$ cat config.mk
export PLATFORM = sky130hd
export DESIGN_NAME = instr_fetch_unit
export DESIGN_NICKNAME = d
export VERILOG_FILES = /design/src/rtl/instr_fetch_unit.sv
export SDC_FILE = /design/constraint.sdc
export NUM_CORES = 1
export LEC_CHECK = 0
export CAP_MARGIN = 0
export CORE_MARGIN = 2
export CORE_UTILIZATION = 38
export CTS_BUF_LIST = sky130_fd_sc_hd__clkbuf_16
export CTS_CLUSTER_SIZE = 40
export DETAILED_ROUTE_END_ITERATION = 6
export GPL_ROUTABILITY_DRIVEN = 0
export GPL_TIMING_DRIVEN = 0
export PLACE_DENSITY = 0.81
export SYNTH_ARGS = -nofsm -noshare
export SYNTH_HDL_FRONTEND = slang
export SYNTH_SLANG_ARGS = --single-unit
$ cat constraint.sdc
create_clock -name clk -period 2.05 [get_ports clk]
set_input_delay 0.41 -clock clk [delete_from_list [all_inputs] [get_ports clk]]
set_output_delay 0.41 -clock clk [all_outputs]
set_load 0.01 [all_outputs]
$ cat src/rtl/instr_fetch_unit.sv
// instr_fetch_unit: fetch stage feeding the instruction register.
//   Holds the PC, runs a read handshake with instruction memory, captures the
//   returned word into ir_word, pulses ir_load for one cycle, then advances pc.
//   The control FSM may redirect pc via pc_load while the unit is idle.
// Optional feature: define FETCH_TIMEOUT_EN to abort a read after TIMEOUT
//   RD cycles without mem_ready. An abort sets the sticky fetch_err flag.
// Ports:
//   clk, reset             rising-edge clock, synchronous active-high reset
//   fetch_req              start one fetch (accepted only in IDLE)
//   pc_load, pc_target     PC redirect (accepted only in IDLE, wins over fetch_req)
//   mem_addr, mem_rd       memory read address (= pc) and read request
//   mem_rdata, mem_ready   memory read data and data-valid
//   ir_word, ir_load       captured instruction and one-cycle IR load strobe
//   busy                   high in any state other than IDLE
//   pc                     current program counter
//   fetch_err              sticky timeout flag (tied 0 without FETCH_TIMEOUT_EN)
module instr_fetch_unit #(
  parameter int unsigned ADDR_W   = 9,
  parameter int unsigned DATA_W   = 16,
  parameter int unsigned RESET_PC = 0,
  parameter int unsigned TIMEOUT  = 15
) (
  input  logic              clk,
  input  logic              reset,
  input  logic              fetch_req,
  input  logic              pc_load,
  input  logic [ADDR_W-1:0] pc_target,
  output logic [ADDR_W-1:0] mem_addr,
  output logic              mem_rd,
  input  logic [DATA_W-1:0] mem_rdata,
  input  logic              mem_ready,
  output logic [DATA_W-1:0] ir_word,
  output logic              ir_load,
  output logic              busy,
  output logic [ADDR_W-1:0] pc,
  output logic              fetch_err
);

  typedef enum logic [1:0] {
    S_IDLE = 2'd0,
    S_RD   = 2'd1,
    S_LOAD = 2'd2
  } state_t;

  // A zero timeout would abort every fetch before memory could answer.
  if (TIMEOUT == 0) begin : g_bad_timeout
    $error("instr_fetch_unit: TIMEOUT must be at least 1");
  end

  state_t            state_q, state_d;
  logic [ADDR_W-1:0] pc_q, pc_d;
  logic [DATA_W-1:0] ir_q, ir_d;

`ifdef FETCH_TIMEOUT_EN
  localparam int unsigned CNT_W = $clog2(TIMEOUT + 1);
  logic [CNT_W-1:0] cnt_q, cnt_d;
  logic             err_q, err_d;
  assign fetch_err = err_q;
`else
  assign fetch_err = 1'b0;
`endif

  // Outputs decoded from the registered state.
  assign mem_rd   = (state_q == S_RD);
  assign ir_load  = (state_q == S_LOAD);
  assign busy     = (state_q != S_IDLE);
  assign mem_addr = pc_q;
  assign pc       = pc_q;
  assign ir_word  = ir_q;

  // Next-state and datapath update.
  always_comb begin
    state_d = state_q;
    pc_d    = pc_q;
    ir_d    = ir_q;
`ifdef FETCH_TIMEOUT_EN
    cnt_d   = cnt_q;
    err_d   = err_q;
`endif
    case (state_q)
      S_IDLE: begin
        if (pc_load) begin
          pc_d = pc_target;
        end else if (fetch_req) begin
          state_d = S_RD;
`ifdef FETCH_TIMEOUT_EN
          cnt_d   = '0;
          err_d   = 1'b0;
`endif
        end
      end
      S_RD: begin
        // A capture in the same cycle as the final count still completes normally.
        if (mem_ready) begin
          ir_d    = mem_rdata;
          state_d = S_LOAD;
        end
`ifdef FETCH_TIMEOUT_EN
        else if (cnt_q == CNT_W'(TIMEOUT - 1)) begin
          state_d = S_IDLE;
          err_d   = 1'b1;
        end else begin
          cnt_d = cnt_q + CNT_W'(1);
        end
`endif
      end
      S_LOAD: begin
        pc_d    = pc_q + ADDR_W'(1);
        state_d = S_IDLE;
      end
      default: state_d = S_IDLE;
    endcase
  end

  // State and datapath registers.
  always_ff @(posedge clk) begin
    if (reset) begin
      state_q <= S_IDLE;
      pc_q    <= ADDR_W'(RESET_PC);
      ir_q    <= '0;
`ifdef FETCH_TIMEOUT_EN
      cnt_q   <= '0;
      err_q   <= 1'b0;
`endif
    end else begin
      state_q <= state_d;
      pc_q    <= pc_d;
      ir_q    <= ir_d;
`ifdef FETCH_TIMEOUT_EN
      cnt_q   <= cnt_d;
      err_q   <= err_d;
`endif
    end
  end

endmodule

==> impl_metrics.yaml <==
floorplanning:
  die_height_um: 61.4
  dieArea_um2: 3770
  number_of_primary_i_o_pins: 68
  start_util: 0.404
  design.core.area_um2: 3100
  die_w_um: 61.4
  row_count: 20
clock_tree:
  worst_setup_hold_path_clk_slew_ns: 0.06
  tritoncts: "built"
  max-clock-path-buffers: 2
  clock_sinks: 27
  cts_setup_buffers: 0
  cts_made_buffers: 3
  post_cts.resized_instances: 0
  cts-hold-fix-buffers: 0
  worstSkewPairLatency_ns: 0.26
  clockRootBuffer: "clkbuf_16"
  cts-htree-levels: 1
synthesis:
  yosysUniqueCellTypes: 37
  synth.net_count: 191
  netlist_instances: 160
  post_syn_area_per_cell_um2: 7.83
  yosysWarningCount: 0
  synth-simple-area-share: 0.253
  syn-cell-area_um2: 1250
  synth_mux_area_frac: 0.00899
  share_of_synthesized_cell_area_in_full_adder_half_adder_and_majority_cells: 0.00999
  synth.ff_latch_count: 27
  synth_top_family_by_area: "simple AND/OR/NAND/NOR gates"
  synth.yosys.seq_area_share: 0.432
  synth-compound-area-share: 0.175
  post_synth_xor_area_fraction: 0.00699
grt:
  grt_busiest_layer: "met2"
  grt_pass1_wl_mm: 4.87
  grt_pass1_vias: 1099
  grt_use_met2: 0.267
  met3_global_route_usage: 0.0525
  total_grt_overflow: 0
  antenna_found_initial: 0
  grt_start_max_net_pins: 15
  all_layer_global_routing_usage: 0.173
  globalRouteMet1Util: 0.233
critical_path:
  timing.critical_path.mode_cell: "buf_6"
  critical_path_peak_fanout: 10
  worstSetupStartpointType: "flop"
  crit_slowest_cell: "clkdlybuf4s50_1"
  critical_path_arrival_ns: 1.56
  max_stage_delay_ns: 0.52
  worstSetupEndpointType: "output port"
  classification_of_the_worst_setup_path: "flop to output port"
  critical_path_required_ns: 1.64
  cell_breakdown_of_the_critical_path: "buf_6 > nand2b_1 > buf_6 > clkinv_2 > clkdlybuf4s50_1"
timing:
  setup_viol_count_final: 0
  fin_skew_ns: 0.00233
  fmax_mhz: 509
  rsz0062_at_grt: "no"
  fin_crit_sh: 0.959
  final_max_slew_viol_count: 0
  final.setup.tns_ns: 0
  report.final.hold_viol_count: 0
  post-route-min-period_ns: 1.97
final_layout:
  multi_input_comb_area_um2: 572
  antenna_cells_inserted: 0
  register_area_um2: 541
  n_fill_cell: 293
  drive_above_1_share: 0.100
  area_growth_pct: 62.6
  stdcell_area_um2: 2040
  finish.net_count: 261
place:
  numPortBuffers: 65
  placed_area_um2: 1960
  place.detailed.hpwl_mm: 2.27
drt:
  detailedRoute.firstIterationViolations: 44
  dr_vias: 1265
  drc: 0
  detailedRoute.firstPassIterationCount: 4
  postRouteAntennaNets: 0
  drt_wl_total_mm: 3.02
  route.detailed.vias_per_inst: 4.63
  avgRoutedWirePerCell_um: 11.1
run_status:
  outcome: "finished, final reports clean"
power:
  power_density_nw_per_um2: 614
  vdd_drop_max_mv: 0.444
  power.leakage_nw: 0.750
flow_run:
  max-cap-violations: 0
worst_hold_path:
  min_path_type: "flop to flop"
cell usage after synthesis:
master	instances	area, µm²
nand2_1	40	150
dfxtp_1	27	541
a21oi_1	26	130
buf_4	10	75.1
nor2_1	9	33.8
nand3_1	4	20.0
clkbuf_1	3	11.3
nor3_1	3	15.0
buf_2	2	10.0
buf_6	2	22.5
inv_1	2	7.51
nand2b_1	2	12.5
nor2b_1	2	12.5
nor4_1	2	12.5
o21ai_0	2	10.0
o22a_1	2	17.5
or2_2	2	12.5
a2111oi_0	1	8.76
a211oi_1	1	7.51
a22oi_1	1	7.51
a2bb2oi_1	1	8.76
a311oi_1	1	8.76
and2_1	1	6.26
and2b_1	1	7.51
buf_1	1	3.75
clkbuf_2	1	5.00
clkinv_2	1	5.00
conb_1	1	3.75
ha_1	1	12.5
mux2_1	1	11.3
nand3b_1	1	7.51
nand4_1	1	6.26
o211ai_1	1	7.51
o211ai_2	1	12.5
or3_4	1	11.3
or3b_1	1	8.76
xnor2_1	1	8.76
where the power goes:
group | internal, mW | switching, mW
clock network | 0.261 | 0.172
registers | 0.547 | 0.0253
logic | 0.156 | 0.0899
total | 0.964 | 0.287
sequential cells by signal, indices dropped and copies added (netlist names):
signal    cells
mem_addr      9
ir_word      16
state_q       2
metal layers:
layer,routed length (µm),vias up,part of all wire
met2,1370,53,0.45
met5,0,-,0
met1,1350,542,0.45
met3,263,5,0.087
li1,-,665,-
met4,31,0,0.010
logic make-up (layout without fill, tap and decap cells):
family | Yosys count | after routing
simple gates | 70 | 70
compound gates | 37 | 37
flops | 27 | 27
buf+inv | 22 | 91
fa+ha+maj | 1 | 1
other cells | 1 | 1
xor+xnor | 1 | 1
mux | 1 | 1
cells in the final DEF, fill, tap and decap left out, types with 3 or more instances in the layout:
master           instances
clkdlybuf4s50_1         65
nand2_1                 40
dfxtp_1                 27
a21oi_1                 26
buf_4                   10
nor2_1                   9
nand3_1                  4
clkbuf_1                 3
nor3_1                   3
inv_1                    3
clkbuf_16                3
final timing paths:
path,startpoint,endpoint,slack [ns],depth (start not counted)
worst max-delay path,state_q[0],ir_load,0.08,5
worst min-delay path,ir_word[10],ir_word[10],0.45,2
worst max register to register,mem_addr[0],mem_addr[6],0.46,5
worst min register to register,ir_word[10],ir_word[10],0.45,2
layout make-up:
class / instances / area share
flip-flops and latches: 27 / 0.265
multi-input cells: 111 / 0.281
well taps: 44 / 0.0270
repair buffers: 65 / 0.319
inverters: 3 / 0.00614
clock buffers: 3 / 0.0369
clock inverters: 1 / 0.00184
plain buffers: 19 / 0.0627
metrics by stage:
step / std cells / total power, mW / utilization / hold WS [ns] / worst slack, ns
global placement: 269 / 0.828 / 0.631 / 0.441 / 0.0956
global route: 273 / 1.32 / 0.656 / 0.474 / 0.0157
detailed placement: 269 / 0.832 / 0.631 / 0.446 / 0.0785
floorplan: 160 / 0.687 / - / 0.481 / 0.613
finish: 273 / 1.25 / 0.656 / 0.453 / 0.0839
CTS: 273 / 1.27 / 0.656 / 0.455 / 0.0745
critical path, delay by kind of cell (launching register included):
family                 cells  cell delay [ns]
buffers and inverters      4             0.85
flip-flops                 1             0.31
AND/OR/NAND/NOR            1             0.14
Note: power is estimated with default switching activity, not from simulation.
